`config.mk`:
```
export PLATFORM = sky130hd
export DESIGN_NAME = mano_control_sequencer
export DESIGN_NICKNAME = d
export VERILOG_FILES = /design/src/rtl/mano_control_sequencer.sv
export SDC_FILE = /design/constraint.sdc
export NUM_CORES = 1
export LEC_CHECK = 0
export CAP_MARGIN = 20
export CELL_PAD_IN_SITES_DETAIL_PLACEMENT = 1
export CELL_PAD_IN_SITES_GLOBAL_PLACEMENT = 2
export CORE_MARGIN = 2
export CORE_UTILIZATION = 16
export CTS_BUF_LIST = sky130_fd_sc_hd__clkbuf_4
export DETAILED_ROUTE_END_ITERATION = 6
export PLACE_DENSITY_LB_ADDON = 0.05
export RECOVER_POWER = 50
export SYNTH_ARGS = -nofsm -noshare
export SYNTH_HDL_FRONTEND = slang
export SYNTH_SLANG_ARGS = --single-unit
```
`constraint.sdc`:
```
create_clock -name clk -period 1.5 [get_ports clk]
set_input_delay 0.15 -clock clk [delete_from_list [all_inputs] [get_ports clk]]
set_output_delay 0.15 -clock clk [all_outputs]
set_load 0.1 [all_outputs]
```
`src/rtl/mano_control_sequencer.sv`:
```
// -----------------------------------------------------------------------------
// mano_control_sequencer
//
// Timing and control unit of the 8-bit Mano-style computer. A sequence
// counter walks T0..T6 while the machine is running; each cycle the current
// timing state, IR and DR are decoded into the common-bus source select and
// the register / memory micro-operation strobes for the downstream datapath.
//
// Parameters
//   DATA_W  datapath / bus width (IR, DR)
//   ADDR_W  address width (AR, PC, IR address field)
//
// Ports
//   clk      in   system clock, all state changes on the rising edge
//   rst      in   asynchronous active-high reset
//   start    in   one-cycle pulse; leaves idle/halt and begins fetch
//   ir       in   instruction register: [7]=I, [6:4]=opcode, [3:0]=addr/reg bits
//   dr       in   data register contents (ISZ zero test)
//   bus_sel  out  bus source: 000 none, 001 AR, 010 PC, 011 DR, 100 AC,
//                 101 IR, 111 RAM
//   ld_ar, inc_ar, ld_pc, inc_pc, ld_dr, inc_dr, ld_ir, ld_ac
//            out  register load / increment strobes
//   alu_op   out  AC source when ld_ac: 00 DR, 01 AC&DR, 10 AC+DR
//   clr_ac, cma_ac, inc_ac
//            out  register-reference operations on AC
//   mem_wr   out  RAM[AR] <= bus at the clock edge
//   running  out  sequencer active
//   sc       out  current timing state index
// -----------------------------------------------------------------------------
module mano_control_sequencer #(
    parameter int DATA_W = 8,
    parameter int ADDR_W = 4
) (
    input  logic              clk,
    input  logic              rst,
    input  logic              start,
    input  logic [DATA_W-1:0] ir,
    input  logic [DATA_W-1:0] dr,
    output logic [2:0]        bus_sel,
    output logic              ld_ar,
    output logic              inc_ar,
    output logic              ld_pc,
    output logic              inc_pc,
    output logic              ld_dr,
    output logic              inc_dr,
    output logic              ld_ir,
    output logic              ld_ac,
    output logic [1:0]        alu_op,
    output logic              clr_ac,
    output logic              cma_ac,
    output logic              inc_ac,
    output logic              mem_wr,
    output logic              running,
    output logic [2:0]        sc
);

    // Timing states; the encoding is the T index exported on sc.
    typedef enum logic [2:0] {
        T0    = 3'd0,
        T1    = 3'd1,
        T2    = 3'd2,
        T3    = 3'd3,
        T4    = 3'd4,
        T5    = 3'd5,
        T6    = 3'd6,
        T_BAD = 3'd7
    } t_state_e;

    typedef enum logic [2:0] {
        OP_AND = 3'b000,
        OP_ADD = 3'b001,
        OP_LDA = 3'b010,
        OP_STA = 3'b011,
        OP_BUN = 3'b100,
        OP_BSA = 3'b101,
        OP_ISZ = 3'b110,
        OP_REG = 3'b111
    } opcode_e;

    typedef enum logic [2:0] {
        BUS_NONE = 3'b000,
        BUS_AR   = 3'b001,
        BUS_PC   = 3'b010,
        BUS_DR   = 3'b011,
        BUS_AC   = 3'b100,
        BUS_IR   = 3'b101,
        BUS_RAM  = 3'b111
    } bus_src_e;

    typedef enum logic [1:0] {
        ALU_DR  = 2'b00,
        ALU_AND = 2'b01,
        ALU_ADD = 2'b10
    } alu_op_e;

    t_state_e          state_q, state_d;
    logic              running_q, running_d;

    // Instruction fields. IR only carries the fetched word from T2 onward,
    // so nothing below decodes these before T3 except the T2 address load.
    logic              ind;
    opcode_e           op;
    logic [ADDR_W-1:0] ir_low;
    logic              dr_zero;

    assign ind     = ir[DATA_W-1];
    assign op      = opcode_e'(ir[DATA_W-2 -: 3]);
    assign ir_low  = ir[ADDR_W-1:0];
    assign dr_zero = (dr == '0);

    assign sc      = state_q;
    assign running = running_q;

    // -------------------------------------------------------------------------
    // State register
    // -------------------------------------------------------------------------
    always_ff @(posedge clk or posedge rst) begin
        if (rst) begin
            state_q   <= T0;
            running_q <= 1'b0;
        end else begin
            // NOTE: non-blocking assignments keep every register sampling the
            // pre-edge values, independent of statement order.
            state_q   <= state_d;
            running_q <= running_d;
        end
    end

    // -------------------------------------------------------------------------
    // Next-state and strobe decode
    // -------------------------------------------------------------------------
    always_comb begin
        // NOTE: every output of this block is given a default first so no
        // path through the case statements can infer a latch.
        state_d   = state_q;
        running_d = running_q;
        bus_sel   = BUS_NONE;
        ld_ar     = 1'b0;
        inc_ar    = 1'b0;
        ld_pc     = 1'b0;
        inc_pc    = 1'b0;
        ld_dr     = 1'b0;
        inc_dr    = 1'b0;
        ld_ir     = 1'b0;
        ld_ac     = 1'b0;
        alu_op    = ALU_DR;
        clr_ac    = 1'b0;
        cma_ac    = 1'b0;
        inc_ac    = 1'b0;
        mem_wr    = 1'b0;

        if (!running_q) begin
            // Idle or halted: all strobes stay low, only start is honoured.
            if (start) begin
                running_d = 1'b1;
                state_d   = T0;
            end
        end else begin
            unique case (state_q)
                // ---------------- fetch / decode ----------------
                T0: begin
                    bus_sel = BUS_PC;
                    ld_ar   = 1'b1;
                    state_d = T1;
                end
                T1: begin
                    bus_sel = BUS_RAM;
                    ld_ir   = 1'b1;
                    inc_pc  = 1'b1;
                    state_d = T2;
                end
                T2: begin
                    bus_sel = BUS_IR;
                    ld_ar   = 1'b1;
                    state_d = T3;
                end
                T3: begin
                    if (op == OP_REG) begin
                        state_d = T0;
                        // I=1 with opcode 111 is illegal and treated as NOP.
                        if (!ind) begin
                            // Several bits may be set at once; the datapath
                            // orders them clr -> cma -> inc.
                            clr_ac = ir_low[3];
                            cma_ac = ir_low[2];
                            inc_ac = ir_low[1];
                            if (ir_low[0]) begin
                                running_d = 1'b0;
                            end
                        end
                    end else begin
                        state_d = T4;
                        if (ind) begin
                            bus_sel = BUS_RAM;
                            ld_ar   = 1'b1;
                        end
                    end
                end
                // ---------------- memory reference execute ----------------
                T4: begin
                    state_d = T0;
                    unique case (op)
                        OP_AND, OP_ADD, OP_LDA, OP_ISZ: begin
                            bus_sel = BUS_RAM;
                            ld_dr   = 1'b1;
                            state_d = T5;
                        end
                        OP_STA: begin
                            bus_sel = BUS_AC;
                            mem_wr  = 1'b1;
                        end
                        OP_BUN: begin
                            bus_sel = BUS_AR;
                            ld_pc   = 1'b1;
                        end
                        OP_BSA: begin
                            // Return address goes to M[AR]; AR then points at
                            // the subroutine body, which T5 jumps to.
                            bus_sel = BUS_PC;
                            mem_wr  = 1'b1;
                            inc_ar  = 1'b1;
                            state_d = T5;
                        end
                        default: begin
                            // Register-reference never reaches T4.
                            state_d = T0;
                        end
                    endcase
                end
                T5: begin
                    state_d = T0;
                    unique case (op)
                        OP_AND: begin
                            ld_ac  = 1'b1;
                            alu_op = ALU_AND;
                        end
                        OP_ADD: begin
                            ld_ac  = 1'b1;
                            alu_op = ALU_ADD;
                        end
                        OP_LDA: begin
                            ld_ac  = 1'b1;
                            alu_op = ALU_DR;
                        end
                        OP_BSA: begin
                            bus_sel = BUS_AR;
                            ld_pc   = 1'b1;
                        end
                        OP_ISZ: begin
                            inc_dr  = 1'b1;
                            state_d = T6;
                        end
                        default: begin
                            state_d = T0;
                        end
                    endcase
                end
                T6: begin
                    // Only ISZ reaches T6; DR already holds the incremented
                    // operand, so the skip test looks at it directly.
                    state_d = T0;
                    if (op == OP_ISZ) begin
                        bus_sel = BUS_DR;
                        mem_wr  = 1'b1;
                        inc_pc  = dr_zero;
                    end
                end
                default: begin
                    // Unreachable T7: recover to T0 with no strobes.
                    state_d = T0;
                end
            endcase
        end
    end

endmodule

```
==> flow_metrics.py, run 1 <==
metrics = {
    "power_and_ir_drop": {
        "powerDensity_mw_per_mm2": 2050,
        "pwr-share-clk": 0.036,
        "p_leak_nw": 0.817,
        "cell_internal_pwr_mw": 1.69,
        "swShare": 0.571,
        "p_comb_frac": 0.901,
        "seq_power_share": 0.063,
        "p_sw_mw": 2.25,
        "ir_drop_mv": 1.53,
        "p_total_mw": 3.94,
    },
    "synth": {
        "synth.area.top_cells": "dfrtp_1 (18%), a21oi_1 (9.7%), o21ai_0 (7.9%)",
        "yosysUniqueCellTypes": 32,
        "seq_area_frac_synth": 0.176,
        "syn_inst": 87,
        "synth_top_area_frac": 0.176,
        "synth.avg_cell_area_sq_um": 6.53,
        "syn_nets": 106,
        "synth_area_sq_um": 568,
        "ys_warn_count": 0,
        "yosysTopAreaCell": "dfrtp_1",
        "synth_seq_cells": 4,
    },
    "floorplan": {
        "ios": 40,
        "die_area_sq_mm": 0.00404,
        "rows": 21,
        "die_y_um": 63.6,
        "initial_utilization": 0.169,
        "core_area_sq_mm": 0.00336,
        "die_x_um": 63.6,
    },
    "detailed_routing": {
        "wl_per_cell_um": 14.4,
        "viasPerCell": 4.60,
        "finalWirelength_um": 3100,
        "drt_iter0_drc": 5,
        "vias": 989,
        "first_pass_iters": 3,
        "final_antenna_net_count": 0,
        "drcViolationCount": 0,
    },
    "cts": {
        "clock_path_buffers": 2,
        "cts_sinks": 4,
        "cts_buffers": 3,
        "clock-root-buffer": "clkbuf_4",
        "ctsHoldBuffers": 0,
        "cts_htree_levels": 1,
        "insertion_delay_ns": 0.24,
        "cts_tree": "yes",
        "path_clk_slew_ns": 0.04,
    },
    "final_layout": {
        "regArea_sq_um": 115,
        "final_nets": 190,
        "final_cells": 215,
        "layout_common_cells": "buf_4 (37), buf_12 (22), clkdlybuf4s50_1 (11), nor2_1 (8), a21oi_1 (6)",
        "layout-drive-gt1-share": 0.657,
        "num_antenna_cells": 0,
        "final_common_cell": "buf_4",
        "area_delta_synth_final_pct": 238,
        "multi_input_area_sq_um": 717,
        "fill_cells": 392,
    },
    "timing": {
        "maxSlewViolCount": 0,
        "final.min_clock_period_ns": 1.87,
        "finalHoldViolations": 0,
        "timing.final.ws_setup_ns": -0.372,
        "slew_headroom": 0.777,
        "max_slew.worst_pin.slew_ns": 0.334,
        "timing.final.crit_share": 1.25,
        "rsz0062_at_grt": "yes",
        "finalClockSkew_ns": 0.00450,
        "setup_violations": 18,
        "max_freq_mhz": 534,
    },
    "setup_path": {
        "max_stage_delay_ns": 0.52,
        "crit_buf_inv": 1,
        "r2r_cells": 9,
        "cp.depth": 4,
        "critPathKind": "register to output pin",
        "crit_required_ns": 1.35,
        "cp-start-kind": "register",
        "cp_max_fo": 4,
        "cp_top_family": "simple AND/OR/NAND/NOR gates",
        "end_kind": "output pin",
        "cp_cell_sequence": "nand2b_4, or4_4, nor2_4, buf_12",
        "arrival_ns": 1.72,
        "crit_slowest_cell": "or4_4",
    },
    "grt": {
        "grtUsageMet3": 0.0464,
        "grt_pass1_wl_um": 4840,
        "grt_max_degree": 12,
        "grt_pass1_vias": 1027,
        "antenna_found_initial": 0,
        "grt_use_met2": 0.263,
        "overflow": 0,
        "grt_usage": 0.150,
        "globalRoute.busiestLayer": "met2",
        "grtUsageMet1": 0.184,
    },
    "hold_path": {
        "hp-class": "input port to asynchronous set/reset pin",
    },
    "placement": {
        "dp.cells": 198,
        "dp_hpwl_um": 2230,
        "io_buffers": 39,
        "gp_congestion": 0.805,
    },
    "outcome": {
        "status": "finished, violations left",
        "violations": "negative setup slack",
    },
    "job": {
        "drv_cap": 0,
    },
}
final timing paths:
check / from / end / slack [ns]
min in group clk: ir[0] / running / 0.46
max in group asynchronous: rst / sc[2] / 1.09
setup reg to reg: sc[0] / running / -0.16
hold / removal: rst / sc[0] / 0.23
hold reg to reg: sc[2] / sc[0] / 0.69
setup / recovery: sc[1] / alu_op[0] / -0.37
logic make-up (layout without fill, tap and decap cells):
logic type	Yosys count	in the layout	synth area share
and+or+nand+nor	43	43	0.434
AOI/OAI and AO/OA	25	25	0.245
buffers and inverters	11	93	0.0793
DFF	4	4	0.176
xor gates and xnor gates	2	2	0.0308
muxes	2	2	0.0352
metrics by stage:
stage | instance area, sq um | hold WS, ns | util | setup TNS (ns) | setup WS, ns
6_report | 1920 | 0.233 | 0.571 | -4.61 | -0.372
5_1_grt | 1920 | 0.249 | 0.571 | -5.68 | -0.444
4_1_cts | 1790 | 0.0921 | 0.532 | -4.45 | -0.366
3_5_place_dp | 1670 | 0.355 | 0.495 | -5.86 | -0.417
3_3_place_gp | 1670 | 0.346 | 0.495 | -5.52 | -0.418
2_1_floorplan | 805 | -0.0838 | - | -8.59 | -0.678
cells in the mapped netlist (all sizes together):
library cell   n
nor2          12
a21oi         11
o21ai          9
nand2          7
inv            6
dfrtp          4
nor3           4
nor4           4
and2           3
buf            3
nand2b         3
clkbuf         2
mux2i          2
nor4b          2
a2111oi        1
a21o           1
a31oi          1
nand3          1
nand3b         1
nand4b         1
nand4bb        1
nor2b          1
nor3b          1
o31ai          1
o32ai          1
or3            1
or4            1
xnor2          1
xor2           1
state kept, by name (all words and copies together) (netlist names):
name and count:
running 1, sc 3
metal layers:
layer | up-vias | share of wire
li1 | 478 | -
met1 | 479 | 0.41
met2 | 30 | 0.54
met3 | 2 | 0.054
met4 | 0 | 0.0029
met5 | - | 0
what timing repair did:
item,4_1_cts,5_1_grt
buffers inserted,5,10
gates resized for setup,21,18
pin swaps,10,8
setup endpoints to repair,18,19
area by class of cell:
class	instances	area share
Timing Repair Buffer	84	0.511
Multi-Input combinational cell	72	0.374
Sequential cell	4	0.0600
Tap cell	46	0.0300
Inverter	6	0.0137
Clock buffer	3	0.0117
power groups by stage:
stage,clock network [mW],registers (mW),logic [mW]
6_report,0.141,0.248,3.55
3_5_place_dp,0,0.227,3.19
2_1_floorplan,0,0.515,1.75
4_1_cts,0.147,0.238,3.38
3_3_place_gp,0,0.226,3.18
5_1_grt,0.158,0.256,3.70
Power figures use the tool's default switching activity.
==> run 2, diff against run 1 <==
Settings changed: ABC_CLOCK_PERIOD_IN_PS from default to 1500, CTS_CLUSTER_SIZE from default to 10.
==> results of run 2 <==
Same layout as run 1: the final DEF is identical, and so are final timing and power.
